==> src/rtl/mux_pkg.sv <==
// Shared types and constants for the registered N:1 select pipeline.
package mux_pkg;

  typedef enum logic [1:0] {EMPTY, ONE, FULL} mux_pipe_state_t;

  localparam int unsigned DATA_W    = 32;
  localparam int unsigned MUX_MAX_N = 16;

endpackage

==> src/rtl/mux_n_1.sv <==
// Combinational WIDTH-bit N:1 selector; a select value of N or above yields zero.
module mux_n_1 #(
  parameter  int unsigned WIDTH = 32,
  parameter  int unsigned N     = 4,
  localparam int unsigned SEL_W = $clog2(N)
) (
  input  logic [SEL_W-1:0]   sel,
  input  logic [N*WIDTH-1:0] din,
  output logic [WIDTH-1:0]   dout
);

  always_comb begin
    dout = '0;
    for (int unsigned i = 0; i < N; i++) begin
      if (sel == SEL_W'(i)) dout = din[i*WIDTH +: WIDTH];
    end
  end

endmodule

==> src/rtl/mux_n_pipe.sv <==
// N:1 select followed by a registered valid/ready stage with a 2-entry skid buffer.
// Define MUX_N_PIPE_SEL_ERR_EN to add the sticky SEL_ERR out-of-range flag.
module mux_n_pipe
  import mux_pkg::*;
#(
  parameter  int unsigned WIDTH = DATA_W,
  parameter  int unsigned N     = 4,
  localparam int unsigned SEL_W = $clog2(N)
) (
  input  logic               CLK,
  input  logic               RST_N,
  input  logic               FLUSH,
  input  logic               IN_VALID,
  output logic               IN_READY,
  input  logic [SEL_W-1:0]   SEL,
  input  logic [N*WIDTH-1:0] DIN,
  output logic               OUT_VALID,
  input  logic               OUT_READY,
  output logic [WIDTH-1:0]   OUT,
`ifdef MUX_N_PIPE_SEL_ERR_EN
  output logic               SEL_ERR,
`endif
  output logic [SEL_W-1:0]   SEL_Q
);

  mux_pipe_state_t state, next_state;

  logic             in_ready_q;
  logic [WIDTH-1:0] sel_data;
  logic [WIDTH-1:0] main_d, skid_d;
  logic [SEL_W-1:0] main_s, skid_s;
  logic             accept, deliver;
  logic             load_main, load_skid, move_skid;

  mux_n_1 #(
    .WIDTH (WIDTH),
    .N     (N)
  ) u_sel (
    .sel  (SEL),
    .din  (DIN),
    .dout (sel_data)
  );

  assign OUT_VALID = (state != EMPTY);
  assign IN_READY  = in_ready_q;
  assign OUT       = main_d;
  assign SEL_Q     = main_s;

  assign accept  = IN_VALID & in_ready_q;
  assign deliver = OUT_VALID & OUT_READY;

  always_comb begin
    next_state = state;
    load_main  = 1'b0;
    load_skid  = 1'b0;
    move_skid  = 1'b0;
    if (FLUSH) begin
      next_state = EMPTY;
    end else begin
      case (state)
        EMPTY: begin
          if (accept) begin
            load_main  = 1'b1;
            next_state = ONE;
          end
        end
        ONE: begin
          if (deliver && accept) begin
            load_main = 1'b1;
          end else if (deliver) begin
            next_state = EMPTY;
          end else if (accept) begin
            load_skid  = 1'b1;
            next_state = FULL;
          end
        end
        FULL: begin
          if (deliver) begin
            move_skid  = 1'b1;
            next_state = ONE;
          end
        end
        default: next_state = EMPTY;
      endcase
    end
  end

  // Data registers keep stale contents on flush; only the state (valids) clears.
  always_ff @(posedge CLK or negedge RST_N) begin
    if (!RST_N) begin
      state      <= EMPTY;
      in_ready_q <= 1'b1;
      main_d     <= '0;
      main_s     <= '0;
      skid_d     <= '0;
      skid_s     <= '0;
    end else begin
      state      <= next_state;
      in_ready_q <= (next_state != FULL);
      if (load_main) begin
        main_d <= sel_data;
        main_s <= SEL;
      end else if (move_skid) begin
        main_d <= skid_d;
        main_s <= skid_s;
      end
      if (load_skid) begin
        skid_d <= sel_data;
        skid_s <= SEL;
      end
    end
  end

`ifdef MUX_N_PIPE_SEL_ERR_EN
  logic sel_oor;
  assign sel_oor = (32'(SEL) >= N);

  always_ff @(posedge CLK or negedge RST_N) begin
    if (!RST_N) begin
      SEL_ERR <= 1'b0;
    end else if (FLUSH) begin
      SEL_ERR <= 1'b0;
    end else if (accept && sel_oor) begin
      SEL_ERR <= 1'b1;
    end
  end
`endif

endmodule

==> config.mk <==
export PLATFORM = sky130hd
export DESIGN_NAME = mux_n_pipe
export DESIGN_NICKNAME = d
export VERILOG_FILES = /design/src/rtl/mux_pkg.sv /design/src/rtl/mux_n_1.sv /design/src/rtl/mux_n_pipe.sv
export SDC_FILE = /design/constraint.sdc
export NUM_CORES = 1
export LEC_CHECK = 0
export BUFFER_PORTS_ARGS = -buffer_cell sky130_fd_sc_hd__buf_4
export CORE_MARGIN = 2
export CORE_UTILIZATION = 42
export DETAILED_ROUTE_END_ITERATION = 7
export PLACE_DENSITY = 0.8
export RECOVER_POWER = 25
export SLEW_MARGIN = 15
export SYNTH_ARGS = -nofsm -noshare
export SYNTH_HDL_FRONTEND = slang
export SYNTH_SLANG_ARGS = --single-unit
==> constraint.sdc <==
create_clock -name CLK -period 1.77 [get_ports CLK]
set_input_delay 0.354 -clock CLK [delete_from_list [all_inputs] [get_ports CLK]]
set_output_delay 0.354 -clock CLK [all_outputs]
set_load 0.005 [all_outputs]
* Word-level counts from Yosys, hierarchy flattened
Index checks and enable logic that the tools add are counted.
** Operators by class
- Multiplexer cells :: 26
- Bitwise logic cells :: 2
- Equality and inequality tests :: 6
- Reductions and logical operators :: 5
** Operator list (count)
- 2-to-1 mux 32 bit :: 6
- 2-to-1 mux 2 bit :: 8
- 2-to-1 mux 1 bit :: 10
- == test 2 bit, second input constant :: 3
- case mux 2 bit (3 select lines) :: 1
- == test 2 x 1 -> 1 bit, second input constant :: 2
- logical NOT 2 bit :: 2
- nonzero test 2 bit :: 2
- AND 1 bit :: 2
- inequality test 2 bit, second input constant :: 1
- case mux 1 bit (2 select lines) :: 1
- logical AND 1 bit :: 1
** Storage, ports and cells
- Flip-flop bits (word level) :: 71
- Output and inout bits :: 36
- Logic and storage cells :: 45
- Bits of input ports :: 135

* Depth between registers and ports, before layout
- Depth in word-level cells :: 7
- Mapped depth :: 6
- Depth with buffers taken out :: 4

* Hierarchy
Synthesis repeated with hierarchy kept, for this count alone.
** Second synthesis, totals
- Cells, all modules :: 240
- Area total of the unflattened synthesis :: 4091.4 µm²
** By module, submodules not included
- mux_n_pipe :: seq. area each 1778.0 µm², times used 1, area each 3276.9 µm², cells each 201
- mux_n_1 :: seq. area each 0.0 µm², times used 1, area each 814.5 µm², cells each 39

* Worst setup path before layout
Ideal clock, no wire load.
- Path kind :: reg-to-reg
- Start point :: register in_ready_q, in the netlist IN_READY
- End point :: register main_d[31], in the netlist OUT[31]
- Buffers on the path :: 1
- Setup slack :: 0.073 ns
- Library setup time :: 0.126 ns
- Data required time :: 1.644 ns
- Data arrival time :: 1.571 ns
- Cell stages (with the launch flop) :: 6
- Clock period less this slack :: 1.697 ns
- Cell sequence :: dfstp_2 > nand2_1 > nor4_4 > nor2_2 > buf_2 > a221o_1
** Between the ends
- Longest elaborated chain between the ends :: 6
- Elaborated cells between the ends (all ways) :: 8
- Classes of those cells :: mux: 5; bitwise: 1; reduce/logical: 2
** Ends and longest elaborated chain
- start, declared :: line mux_n_pipe.sv:28 : logic in_ready_q;
- start signal, assigned :: line mux_n_pipe.sv:99 : in_ready_q <= (next_state != FULL);
- AND 1 bit (*) :: line mux_n_pipe.sv:49 : assign accept = IN_VALID & in_ready_q;
- logical AND 1 bit :: line mux_n_pipe.sv:68 : if (deliver && accept) begin
- 2-to-1 mux 1 bit :: line mux_n_pipe.sv:68
- case mux 1 bit (2 select lines) (*) :: line mux_n_pipe.sv:60 : case (state)
- 2-to-1 mux 1 bit (*) :: line mux_n_pipe.sv:57 : if (FLUSH) begin
- 2-to-1 mux 32 bit / nonzero test 2 bit (equally long branches)
- end signal, assigned :: line mux_n_pipe.sv:101 : main_d <= sel_data;
- end signal, assigned :: line mux_n_pipe.sv:104 : main_d <= skid_d;
- end, declared :: line mux_n_pipe.sv:30 : logic [WIDTH-1:0] main_d, skid_d;
Mark *: on every way between the ends. The rest lies on a longest branch, timed or not.
A chain may end at the register's enable or synchronous reset.

* Worst setup path after layout
- Start point :: register in_ready_q, in the netlist IN_READY
- End point :: register main_d[11], in the netlist OUT[11]
The elaborated chain is that of the path after synthesis.

==> run_results.csv <==
group,metric,value,unit
run_status,status,"finished clean",
sta,report.final.setup_viol,0,
sta,finalHoldViolCount,0,
worst_setup_path,critPathKind,"flip-flop to flip-flop",
clock_network,cts-buffers-inserted,9,
worst_setup_path,end_kind,"flip-flop",
worst_setup_path,crit_start,"IN_READY",
placement,gp_congestion,0.708,
global_route,grt_pass1_wl,15.6,mm
placement,place_hpwl,7.13,mm
worst_setup_path,startpoint_type,"flip-flop",
clock_network,cts-root-buf,"clkbuf_8",
synth,synthMuxAreaShare,0.302,
synth,ys_seq_area_frac,0.483,
die,die_w,97.6,um
cells_and_area,final_nets,557,
routing,routed_via_density,5.53,
die,die_h,97.6,um
sta,fmax,581,MHz
power,ir_drop,378,uV
routing,drt_first_iter_violations,80,
sta,rsz0062_at_grt,"yes",
run,drv_cap,0,
worst_setup_path,worstPathMaxFanout,18,
synth,synth_edf_count,0,
die,rows,34,
synth,synthFlopType,"dfrtp_1",
synth,ys_types,29,
sta,tightest_slew,0.948,ns
die,start_util,0.429,
worst_setup_path,arrival,1.99,ns
clock_network,cts_max_path_buffers,2,
synth,synth_area,3680,sq um
power,p_leak,0.00273,uW
synth,synthXorXnorAreaFrac,0.00238,
clock_network,cts.sinks,71,
clock_network,clk_latency,0.33,ns
cells_and_area,fillers,682,
routing,drcViolationCount,0,
sta,final.setup.worst_slack,0.0475,ns
synth,async_flop_share,1.00,
min_path,holdPathStages,2,
synth,yosys.area_share.simple,0.0319,
die,die_area,9530,sq um
routing,drtPass1Iterations,4,
die,core,8590,sq um
power,powerDensity,951,nW/um^2
routing,routed_wl,9.49,mm
min_path,hold_path.class,"input pin to flip-flop",
sta,finalCritPeriodShare,0.973,
synth,syn_area_per_cell,15.0,sq um
routing,vias,2960,
sta,min_period,1.72,ns
routing,wire_per_inst,17.7,um
sta,slew_headroom,0.368,
worst_setup_path,reg2regPathDepth,6,
clock_network,clk_pin_slew,0.07,ns
synth,postSynthRegisterBits,71,
sta,skew,0.00842,ns
placement,port_buffers,170,
worst_setup_path,worstReg2RegStart,"IN_READY",
synth,synth_top_family_by_area,"multiplexers",
placement,dp_slack,-0.0724,ns
die,ios,171,
cells_and_area,area_delta_synth_final,47.4,%
synth,syn-instance-count,245,
synth,synth_compound_area_frac,0.142,
cells_and_area,drive_above_1_share,0.637,
synth,synth_warnings,0,
global_route,track_usage,0.206,
global_route,overflow,0,
global_route,grt_pass1_vias,3186,
clock_network,cts_max_level,3,
min_path,min-delay-start,"FLUSH",
synth,synth_fp_nets,380,
synth,synthAdderAreaFrac,0,
routing,antenna_left,0,
clock_network,tritoncts,"built",
worst_setup_path,critPathRequiredTime,2.04,ns
global_route,grt_max_degree,39,
cells_and_area,antenna_cells,0,
power,p_total,5160,uW
global_route,antenna_found_initial,0,
sta,drv_slew,0,
[critical path: stages (launching register included)]
cell and delay (ns):
dfstp_2 0.54, nand2_1 0.12, nor4_4 0.26, buf_4 0.19, buf_4 0.26, a22o_1 0.19
a21o_1 0.09
[sequential cells by signal, summed over array words and instances, names as in the netlist]
register  count
IN_READY      1
state         2
skid_s        2
skid_d       32
OUT          32
SEL_Q         2
[placed cells by master, fill, tap and decap left out, drive strengths merged, types with 3 or more instances in the layout]
cell type	netlist	final
buf	20	184
dfrtp	70	70
mux2	33	33
mux4	32	32
a22o	29	29
a21o	29	29
clkbuf	1	12
nor2	4	5
nand2	4	4
and2	4	4
a221o	3	3
bufinv	0	3
[final timing paths]
check	end	slack [ns]
max	OUT[11]	0.05
min	state[0]	0.22
min reg2reg	OUT[4]	0.48
max in group asynchronous	SEL_Q[0]	0.24
min in group asynchronous	state[0]	0.70
max reg2reg	OUT[11]	0.05
[power by group]
part / internal, uW / total (uW) / switching (uW) / leakage [uW]
Clock: 976 / 1580 / 605 / 0.000116
Combinational: 864 / 1300 / 432 / 0.00173
Sequential: 2050 / 2290 / 232 / 0.000875
Total: 3890 / 5160 / 1270 / 0.00273
[area by class of cell]
type / count / area [sq um] / area share
Clock buffer: 11 / 141 / 0.0260
Clock inverter: 5 / 105 / 0.0194
Inverter: 2 / 7.51 / 0.00138
Multi-Input combinational cell: 152 / 1790 / 0.329
Sequential cell: 71 / 1780 / 0.328
Tap cell: 108 / 135 / 0.0249
Timing Repair Buffer: 186 / 1480 / 0.272
[per-stage QoR]
stage / utilization / setup TNS, ns / area (sq um) / cells / hold WS, ns
floorplan: - / 0 / 3680 / 245 / 0.0584
global placement: 0.601 / -0.0736 / 5160 / 516 / 0.351
detailed placement: 0.601 / -0.920 / 5160 / 516 / 0.358
CTS: 0.633 / 0 / 5440 / 535 / 0.205
global route: 0.632 / -0.0602 / 5430 / 535 / 0.212
finish: 0.632 / 0 / 5430 / 535 / 0.219
[metal layers]
layer | vias to the layer above | GRT usage | part of all wire
li1 | 1321 | - | -
met1 | 1494 | 0.246 | 0.37
met2 | 124 | 0.364 | 0.53
met3 | 21 | 0.0424 | 0.069
met4 | 0 | 0.0812 | 0.026
met5 | - | 0 | 0
[cell usage after synthesis (2+ instances only)]
| library cell | instances | area share |
|---|---|---|
| a221o_1 | 3 | 0.0082 |
| dfrtp_1 | 70 | 0.48 |
| mux2_2 | 33 | 0.10 |
| and2_1 | 2 | 0.0034 |
| mux4_2 | 32 | 0.20 |
| buf_2 | 14 | 0.019 |
| nor2_1 | 3 | 0.0031 |
| and2_0 | 2 | 0.0034 |
| nand2_1 | 4 | 0.0041 |
| mux2i_1 | 2 | 0.0054 |
| inv_1 | 2 | 0.0020 |
| a22o_1 | 29 | 0.069 |
| a21o_1 | 29 | 0.059 |
| buf_6 | 4 | 0.012 |
| buf_4 | 2 | 0.0041 |
[kinds of logic (layout without fill, tap and decap cells)]
| kind of cell | Yosys count | after routing |
|---|---|---|
| AO/OA/AOI/OAI | 64 | 64 |
| flip-flops | 71 | 71 |
| multiplexers | 67 | 67 |
| buffers and inverters | 23 | 204 |
| AND/OR/NAND/NOR | 19 | 20 |
| XOR/XNOR | 1 | 1 |
[timing repair]
item,4_1_cts,5_1_grt
gates cloned,1,0
setup buffers,1,0
hold buffers,1,0
pin swaps,2,0
setup endpoints to repair,32,7
hold endpoints to repair,23,0
gates resized for setup,1,0
No activity file was read; power rests on OpenSTA's default activity.
